File: src/rtl/mbyte_alu_seq_pkg.sv
// Shared encodings for the multi-byte sequential ALU: request opcodes,
// 8-bit ALU opcodes and controller states.
package mbyte_alu_seq_pkg;

    typedef enum logic [3:0] {
        OP_ADD = 4'd0,
        OP_ADC = 4'd1,
        OP_SUB = 4'd2,
        OP_SBC = 4'd3,
        OP_AND = 4'd4,
        OP_OR  = 4'd5,
        OP_XOR = 4'd6,
        OP_NOT = 4'd7,
        OP_SHL = 4'd8,
        OP_RCL = 4'd9,
        OP_SHR = 4'd10,
        OP_RCR = 4'd11
    } op_e;

    typedef enum logic [4:0] {
        ALU_ADD = 5'b01000,
        ALU_ADC = 5'b01010,
        ALU_SUB = 5'b01011,
        ALU_SBB = 5'b01101,
        ALU_AND = 5'b10000,
        ALU_OR  = 5'b10001,
        ALU_XOR = 5'b10010,
        ALU_NOT = 5'b10011,
        ALU_SHR = 5'b11000,
        ALU_RCR = 5'b11001,
        ALU_RCL = 5'b11010,
        ALU_SHL = 5'b11011
    } alu_op_e;

    typedef enum logic [1:0] {
        ST_IDLE = 2'd0,
        ST_RUN  = 2'd1,
        ST_DONE = 2'd2
    } state_e;

    // Codes 12..15 are reserved and never start an operation.
    function automatic logic is_legal(input logic [3:0] code);
        return code <= OP_RCR;
    endfunction

endpackage

File: src/rtl/mbyte_alu_seq_alu.sv
// Combinational 8-bit ALU. For subtraction the carry output means
// "no borrow", and the carry input of SBB is a borrow.
module mbyte_alu_seq_alu
    import mbyte_alu_seq_pkg::*;
(
    input  logic [7:0] i_x,
    input  logic [7:0] i_t,
    input  alu_op_e    i_op,
    input  logic       i_cy,
    output logic [7:0] o_r_c,
    output logic       o_cy_c
);

    always_comb begin
        o_r_c  = 8'h00;
        o_cy_c = 1'b0;
        case (i_op)
            ALU_ADD: {o_cy_c, o_r_c} = {1'b0, i_x} + {1'b0, i_t};
            ALU_ADC: {o_cy_c, o_r_c} = {1'b0, i_x} + {1'b0, i_t} + {8'd0, i_cy};
            ALU_SUB: {o_cy_c, o_r_c} = {1'b0, i_x} + {1'b0, ~i_t} + 9'd1;
            ALU_SBB: {o_cy_c, o_r_c} = {1'b0, i_x} + {1'b0, ~i_t} + {8'd0, ~i_cy};
            ALU_AND: o_r_c = i_x & i_t;
            ALU_OR:  o_r_c = i_x | i_t;
            ALU_XOR: o_r_c = i_x ^ i_t;
            ALU_NOT: o_r_c = ~i_x;
            ALU_SHL: {o_cy_c, o_r_c} = {i_x, 1'b0};
            ALU_RCL: {o_cy_c, o_r_c} = {i_x, i_cy};
            ALU_SHR: {o_r_c, o_cy_c} = {1'b0, i_x};
            ALU_RCR: {o_r_c, o_cy_c} = {i_cy, i_x};
            default: ;
        endcase
    end

endmodule

File: src/rtl/mbyte_alu_seq.sv
// Multi-byte ALU that walks one byte per cycle through a single 8-bit ALU,
// chaining carries and building {S,Z,Cy} on the way.
module mbyte_alu_seq
    import mbyte_alu_seq_pkg::*;
#(
    parameter int unsigned NBYTES = 4
) (
    input  logic                  clk,
    input  logic                  rst,
    input  logic                  start,
    input  logic [3:0]            op,
    input  logic [8*NBYTES-1:0]   a,
    input  logic [8*NBYTES-1:0]   b,
    input  logic                  cin,
    output logic                  busy,
    output logic                  done,
    output logic [8*NBYTES-1:0]   result,
    output logic [2:0]            flag
);

    localparam int unsigned W  = 8 * NBYTES;
    localparam int unsigned IW = $clog2(NBYTES);

    state_e          r_state;
    op_e             r_op;
    logic [W-1:0]    r_a;
    logic [W-1:0]    r_b;
    logic [W-1:0]    r_acc;
    logic [IW-1:0]   r_cnt;
    logic            r_cin;
    logic            r_c;
    logic            r_nz;

    logic            w_first;
    logic            w_last;
    logic            w_right;
    logic [IW-1:0]   w_idx;
    logic [7:0]      w_x;
    logic [7:0]      w_t;
    alu_op_e         w_alu_op;
    logic            w_cy;
    logic [7:0]      w_alu_r;
    logic            w_alu_cy;
    logic            w_carry_next;
    logic            w_flag_cy;
    logic [W-1:0]    w_acc_next;
    logic            w_nz_next;

    assign w_first = (r_cnt == '0);
    assign w_last  = (r_cnt == IW'(NBYTES - 1));
    assign w_right = (r_op == OP_SHR) || (r_op == OP_RCR);
    assign w_idx   = w_right ? (IW'(NBYTES - 1) - r_cnt) : r_cnt;
    assign w_x     = r_a[{w_idx, 3'b000} +: 8];
    assign w_t     = r_b[{w_idx, 3'b000} +: 8];

    // Map the request onto the per-byte ALU op and its carry input.
    always_comb begin
        w_alu_op = ALU_ADD;
        w_cy     = r_c;
        case (r_op)
            OP_ADD: w_alu_op = w_first ? ALU_ADD : ALU_ADC;
            OP_ADC: begin
                w_alu_op = ALU_ADC;
                w_cy     = w_first ? r_cin : r_c;
            end
            OP_SUB: begin
                w_alu_op = w_first ? ALU_SUB : ALU_SBB;
                w_cy     = ~r_c;
            end
            OP_SBC: begin
                w_alu_op = ALU_SBB;
                w_cy     = w_first ? r_cin : ~r_c;
            end
            OP_AND: w_alu_op = ALU_AND;
            OP_OR:  w_alu_op = ALU_OR;
            OP_XOR: w_alu_op = ALU_XOR;
            OP_NOT: w_alu_op = ALU_NOT;
            OP_SHL: w_alu_op = w_first ? ALU_SHL : ALU_RCL;
            OP_RCL: begin
                w_alu_op = ALU_RCL;
                w_cy     = w_first ? r_cin : r_c;
            end
            OP_SHR: w_alu_op = w_first ? ALU_SHR : ALU_RCR;
            OP_RCR: begin
                w_alu_op = ALU_RCR;
                w_cy     = w_first ? r_cin : r_c;
            end
            default: ;
        endcase
    end

    mbyte_alu_seq_alu u_alu (
        .i_x    (w_x),
        .i_t    (w_t),
        .i_op   (w_alu_op),
        .i_cy   (w_cy),
        .o_r_c  (w_alu_r),
        .o_cy_c (w_alu_cy)
    );

    // Shifted-out bits come straight from the operand byte, not the ALU flag.
    always_comb begin
        w_carry_next = w_alu_cy;
        w_flag_cy    = 1'b0;
        case (r_op)
            OP_SHL, OP_RCL: begin
                w_carry_next = w_x[7];
                w_flag_cy    = w_x[7];
            end
            OP_SHR, OP_RCR: begin
                w_carry_next = w_x[0];
                w_flag_cy    = w_x[0];
            end
            OP_ADD, OP_ADC: w_flag_cy = w_alu_cy;
            OP_SUB, OP_SBC: w_flag_cy = ~w_alu_cy;
            default: ;
        endcase
    end

    always_comb begin
        w_acc_next = r_acc;
        w_acc_next[{w_idx, 3'b000} +: 8] = w_alu_r;
    end

    assign w_nz_next = r_nz | (|w_alu_r);

    always_ff @(posedge clk) begin
        if (rst) begin
            r_state <= ST_IDLE;
            r_op    <= OP_ADD;
            r_a     <= '0;
            r_b     <= '0;
            r_acc   <= '0;
            r_cnt   <= '0;
            r_cin   <= 1'b0;
            r_c     <= 1'b0;
            r_nz    <= 1'b0;
            busy    <= 1'b0;
            done    <= 1'b0;
            result  <= '0;
            flag    <= 3'b000;
        end else begin
            done <= 1'b0;
            case (r_state)
                ST_IDLE: begin
                    if (start && is_legal(op)) begin
                        r_op    <= op_e'(op);
                        r_a     <= a;
                        r_b     <= b;
                        r_cin   <= cin;
                        r_acc   <= '0;
                        r_cnt   <= '0;
                        r_c     <= 1'b0;
                        r_nz    <= 1'b0;
                        busy    <= 1'b1;
                        r_state <= ST_RUN;
                    end
                end
                ST_RUN: begin
                    r_acc <= w_acc_next;
                    r_c   <= w_carry_next;
                    r_nz  <= w_nz_next;
                    r_cnt <= r_cnt + IW'(1);
                    if (w_last) begin
                        busy    <= 1'b0;
                        done    <= 1'b1;
                        result  <= w_acc_next;
                        flag    <= {w_acc_next[W-1], ~w_nz_next, w_flag_cy};
                        r_state <= ST_DONE;
                    end
                end
                ST_DONE: r_state <= ST_IDLE;
                default: r_state <= ST_IDLE;
            endcase
        end
    end

endmodule

File: config.mk
export PLATFORM = sky130hd
export DESIGN_NAME = mbyte_alu_seq
export DESIGN_NICKNAME = d
export VERILOG_FILES = /design/src/rtl/mbyte_alu_seq_pkg.sv /design/src/rtl/mbyte_alu_seq_alu.sv /design/src/rtl/mbyte_alu_seq.sv
export SDC_FILE = /design/constraint.sdc
export NUM_CORES = 1
export LEC_CHECK = 0
export CAP_MARGIN = 10
export CELL_PAD_IN_SITES_DETAIL_PLACEMENT = 0
export CELL_PAD_IN_SITES_GLOBAL_PLACEMENT = 1
export CORE_MARGIN = 2
export CORE_UTILIZATION = 45
export CTS_CLUSTER_DIAMETER = 200
export CTS_CLUSTER_SIZE = 24
export DETAILED_ROUTE_END_ITERATION = 16
export PLACE_DENSITY = 0.85
export SETUP_SLACK_MARGIN = 0.4
export SLEW_MARGIN = 25
export SYNTH_ARGS = -nofsm -noshare
export SYNTH_HDL_FRONTEND = slang
export SYNTH_SLANG_ARGS = --single-unit
File: constraint.sdc
create_clock -name clk -period 7.5 [get_ports clk]
set_input_delay 0.75 -clock clk [delete_from_list [all_inputs] [get_ports clk]]
set_output_delay 0.75 -clock clk [all_outputs]
set_load 0.05 [all_outputs]
== Word level (Yosys, flattened, before mapping) ==
Index checks and enable logic that the tools add are counted.
Storage, ports and cells
  register bits: 144
  output and inout bits: 37
Cells by class
  bitwise operators: 11
  multiplexer cells: 28
  shift-type cells: 4
  $add $sub $neg: 8
  order comparisons: 1
  equal/unequal tests: 27
  reductions and logical operators: 20
Operators with widths (number)
  case mux 8 bit (12 select lines): 1
  case mux 32 bit (2 select lines): 1
  variable part select 32 x 6 -> 8 bit: 2
  case mux 5 bit (12 select lines): 1
  equality test 5 bit (second input constant): 8
  bitwise mux 32 bit: 1
  2-to-1 mux 32 bit: 1
  variable shift 8 x 7 -> 32 bit (first input constant): 1
  variable part select 8 x 7 -> 32 bit: 1
  equality test 5 x 4 -> 1 bit (second input constant): 4
  adder 8 x 8 -> 9 bit: 2
  adder 9 x 1 -> 9 bit: 2
  equality test 4 x 3 -> 1 bit (second input constant): 4
  equality test 4 bit (second input constant): 4
  inverter 8 bit: 2
  OR reduction 2 bit: 7
  2-to-1 mux 2 bit: 5
  adder 9 x 1 -> 9 bit (second input constant): 1
  bitwise AND 8 bit: 1
  equality test 4 x 2 -> 1 bit (second input constant): 2
  2-to-1 mux 1 bit: 8
  bitwise OR 8 bit: 1
  case mux 1 bit (2 select lines): 4
  case mux 2 bit (2 select lines): 2
  24 further kinds: 33

== Longest topological paths before layout ==
  depth after elaboration: 11
  gate-level depth with buffers: 25

== By module ==
From an unflattened synthesis, not the netlist that was laid out.
Second synthesis, totals
  cell total of the unflattened synthesis: 1050
  area, all modules: 8371.8 um^2
By module, submodules not included
  mbyte_alu_seq: instances 1, cells an instance 754, area an instance 6226.0 um^2
  mbyte_alu_seq_alu: instances 1, cells an instance 296, area an instance 2145.8 um^2

== Worst setup path after synthesis ==
No wires, ideal clock.
  path type: reg-to-reg
  start point: reg r_op[2]
  end point: reg r_nz
  arrival: 4848 ps
  clock period less this slack: 4963 ps
  setup slack: 2537 ps
  cell stages (with the launch flop): 25
  setup time: 115 ps
  path through: dfxtp_1 > inv_1 > ha_1 > buf_6 > and2_4 > buf_6 > buf_6 > o22a_1 > clkbuf_1 > o22ai_1 > nor2_1 > inv_1 > ha_1 > inv_1 > fa_1 > nand2b_1 > a21o_1 > a41o_1 > a311o_1 > buf_2 > and3b_1 > a211oi_2 > nand2_1 > or4_4 > o21a_1
On the way
  word-level cells in the longest chain between the ends: 11
  elaborated cells on any way between the ends: 46
Ends and longest elaborated chain
  start, declared: line mbyte_alu_seq.sv:25  | op_e r_op;
  start signal, assigned: line mbyte_alu_seq.sv:147  | r_op <= op_e'(op);
  equality test 4 bit: line mbyte_alu_seq.sv:51, mbyte_alu_seq.sv:60
  logical OR 1 bit: line mbyte_alu_seq.sv:51  | assign w_right = (r_op == OP_SHR) || (r_op == OP_RCR);
  2-to-1 mux 2 bit: line mbyte_alu_seq.sv:52  | assign w_idx = w_right ? (IW'(NBYTES - 1) - r_cnt) : r_cnt;
  variable part select 32 x 6 -> 8 bit: line mbyte_alu_seq.sv:54  | assign w_t = r_b[{w_idx, 3'b000} +: 8];
  inverter 8 bit: line mbyte_alu_seq_alu.sv:20, mbyte_alu_seq_alu.sv:21
  adder 8 x 8 -> 9 bit: line mbyte_alu_seq_alu.sv:20, mbyte_alu_seq_alu.sv:21
  adder 9 x 1 -> 9 bit, on equally long branches: line mbyte_alu_seq_alu.sv:21, mbyte_alu_seq_alu.sv:20
  case mux 8 bit (12 select lines) (*): line mbyte_alu_seq_alu.sv:17  | case (i_op)
  OR reduction 8 bit (*): line mbyte_alu_seq.sv:125  | assign w_nz_next = r_nz | (|w_alu_r);
  bitwise OR 1 bit (*): line mbyte_alu_seq.sv:125
  case mux 1 bit (2 select lines) (*): line mbyte_alu_seq.sv:144  | case (r_state)
  end signal, assigned: line mbyte_alu_seq.sv:162  | r_nz <= w_nz_next;
  end, declared: line mbyte_alu_seq.sv:32  | logic r_nz;
Mark *: on every way between the ends. The rest lies on a longest branch, timed or not.
A chain may end at the register's enable or synchronous reset.

== Worst setup path in the final report ==
Same ends and word-level chain as after synthesis.

==> reports/results.ini <==
[yosys]
synth_edf_count=0
synth_top_cell_area_share=0.324
yosysWarnings=0
synth-seq-area-share=0.324
netlist_area_um2=8840
ys_ff_latch=143
synth.avg_cell_area_um2=7.85
syn-num-nets=1239
synthTopCellsByArea=dfxtp_1 (32%), nand2_1 (9.4%), a21oi_1 (7.3%)
yosysUniqueCellTypes=82
synth_flop_cell=dfxtp_1
yosys.area.top_type=dfxtp_1
synth_async_sr_flop_share=0
synth_cells=1126

[pwr]
power_mw=2.36
p_leak_nw=3.73
vdd_drop_max_v=0.000162
power.density_nw_per_um2=223

[hold_path]
holdPathStages=2
hold_end=result[2]
worstHoldStart=result[2]
hold_class=reg2reg

[sta]
tns_ps=0
fin_hold_ws_ps=452
layout_setup_ws_ps=1590
worst_pin_slew_ps=998
clock_skew_ps=11.9
fin_crit_sh=0.788
slew_headroom=0.335
hold_violations=0
rsz0062_at_grt=false
fmax_mhz=169
final_max_slew_viol_count=0
min_period_ps=5910
setup_viol_count_final=0

[global_route]
grt_pass1_vias=8064
grt_max_degree=91
antenna_found_initial=0
grt_pass1_wl_mm=43.8
grt-ovfl-total=0
grtUsageTotal=0.270

[floorplanning]
die_w_um=144
dieArea_um2=20800
core_um2=19400
die_y_um=144
io_pins=109
start_util=0.456
fp-row-count=51

[run_status]
outcome=completed

[cells_and_area]
finish.utilization=0.546
final_cells=1462
nNetsFinal=1297
n_fill_cell=1928
drive_gt1_frac=0.0760
area_growth_pct=19.7
finalInstanceArea_um2=10600
n_antenna_cell=0

[cts]
ctsResizeCount=0
post_cts_buffers=0
clkSinkCount=143
cts_tree=built
htreeDepth=4
path_clk_slew_ps=70
cts_buffers=17
clockRootBuffer=clkbuf_16
hold_buffers=0
cts_max_path_buffers=2
clk_latency_ps=420

[worst_setup_path]
reg2reg_from=r_op[2]
cp-start-kind=register
worstPathArrival_ps=6220
ff2ff_setup_slack_ps=1590
crit_path_end_kind=register
r2r-end=r_nz
worstPathRequired_ps=7810
rr_worst_depth=20
path_class=reg2reg
path_max_fanout=17

[place]
port_buffers=108
hpwl_mm=19.8
gp_congestion=0.945
postPlaceCellArea_um2=9990
dp_cells=1430
post-place-ws_ps=1600

[detailed_routing]
via_count=8573
drt_iter0_drc=716
detail_route.first_pass.iterations=7
avgRoutedWirePerCell_um=18.8
drcViolationCount=0
drt_wl_total_mm=27.5
viasPerCell=5.86
ant_nets=0

[job]
max_cap_viol_count=0

-- synthesized netlist by cell type (12+ instances only) --
library cell    n
nand3_1        24
mux4_2         12
inv_1          32
xnor2_1        13
dfxtp_1       143
a211oi_1       19
o22ai_1        17
nor3_1         24
a22oi_1        30
buf_2          12
and2_1         12
o21ai_0        14
clkbuf_1       61
nor2_1         75
a21oi_1       129
nand2_1       222
ha_1           39
a311oi_1       22
-- per-layer routing --
metal	routed length (um)	vias up	track usage	share of wire
met1	12400	4050	0.372	0.45
li1	-	4172	-	-
met3	1490	46	0.0421	0.054
met2	12800	305	0.430	0.47
met5	0	-	0	0
met4	737	0	0.0966	0.027
-- report_power, final --
group          internal [mW]  leakage [nW]  switching, mW
Combinational          0.258          2.28          0.435
Sequential             0.789          1.16         0.0230
Clock                  0.475         0.287          0.379
-- how the worst max path moves through the flow --
stage / slack, ps / endpoint / depth (start not counted) / from
final: 1590 / r_nz / 20 / r_op[2]
after global routing: 1150 / r_nz / 20 / r_op[2]
after CTS: 1580 / r_nz / 20 / r_op[2]
after detailed placement: 1600 / r_nz / 20 / r_op[2]
after global placement: 1760 / r_nz / 20 / r_op[2]
after floorplan: 2540 / r_nz / 24 / r_op[2]
-- kinds of logic (layout without fill, tap and decap cells) --
logic type,count (synthesis),count (layout),synth area share
compound gates,331,331,0.257
buf+inv,118,189,0.0569
xor+xnor,19,19,0.0205
mux,21,21,0.0429
simple gates,453,453,0.239
flops,143,143,0.324
fa+ha+maj,41,41,0.0597
-- worst max-delay path: stages, from the launching register on --
cell     delay (ps)
dfxtp_1         350
inv_1           120
ha_1            490
and2_4          360
o22a_1          600
o22ai_1         150
nor2_1          300
inv_1           120
ha_1            250
inv_1            80
fa_1            440
inv_1           100
ha_1            200
nand2_1          70
nor3_1          440
xnor2_1         180
nor2_1           50
nor4_1          700
nand2_1         110
or4_4           510
o21a_1          200
-- cell type report --
| cell class | count | area (um2) | share of cell area |
|---|---|---|---|
| Sequential cell | 143 | 2860 | 0.270 |
| Inverter | 37 | 139 | 0.0131 |
| Tap cell | 265 | 332 | 0.0313 |
| Clock buffer | 17 | 425 | 0.0402 |
| Timing Repair Buffer | 120 | 1170 | 0.110 |
| Multi-Input combinational cell | 865 | 5490 | 0.519 |
| Clock inverter | 15 | 166 | 0.0157 |
-- cells in the final DEF, fill, tap and decap left out, types with 8 or more instances in the layout --
cell type / synthesis / final
or3_1: 9 / 9
nand2b_1: 8 / 8
nand3b_1: 10 / 10
o22ai_1: 17 / 17
o31ai_1: 11 / 11
and3_1: 10 / 9
nand3_1: 24 / 23
nand2_1: 222 / 222
inv_1: 32 / 32
buf_4: 2 / 13
a311oi_1: 22 / 22
mux4_2: 12 / 12
nor2b_1: 11 / 11
a22oi_1: 30 / 30
clkdlybuf4s50_1: 0 / 107
clkbuf_16: 0 / 17
nor3_1: 24 / 24
nor2_1: 75 / 75
o21ai_0: 14 / 14
xnor2_1: 13 / 13
ha_1: 39 / 39
a21oi_1: 129 / 129
o211ai_1: 8 / 8
and2_1: 12 / 11
a211oi_1: 19 / 19
dfxtp_1: 143 / 143
-- registers in the layout, indices dropped and copies added (netlist names) --
name / count
busy: 1
r_op: 4
r_c: 1
r_cin: 1
r_nz: 1
r_cnt: 2
r_b: 32
r_state: 2
r_a: 32
r_acc: 32
result: 32
done: 1
flag: 2
Note: power is estimated with default switching activity, not from simulation.
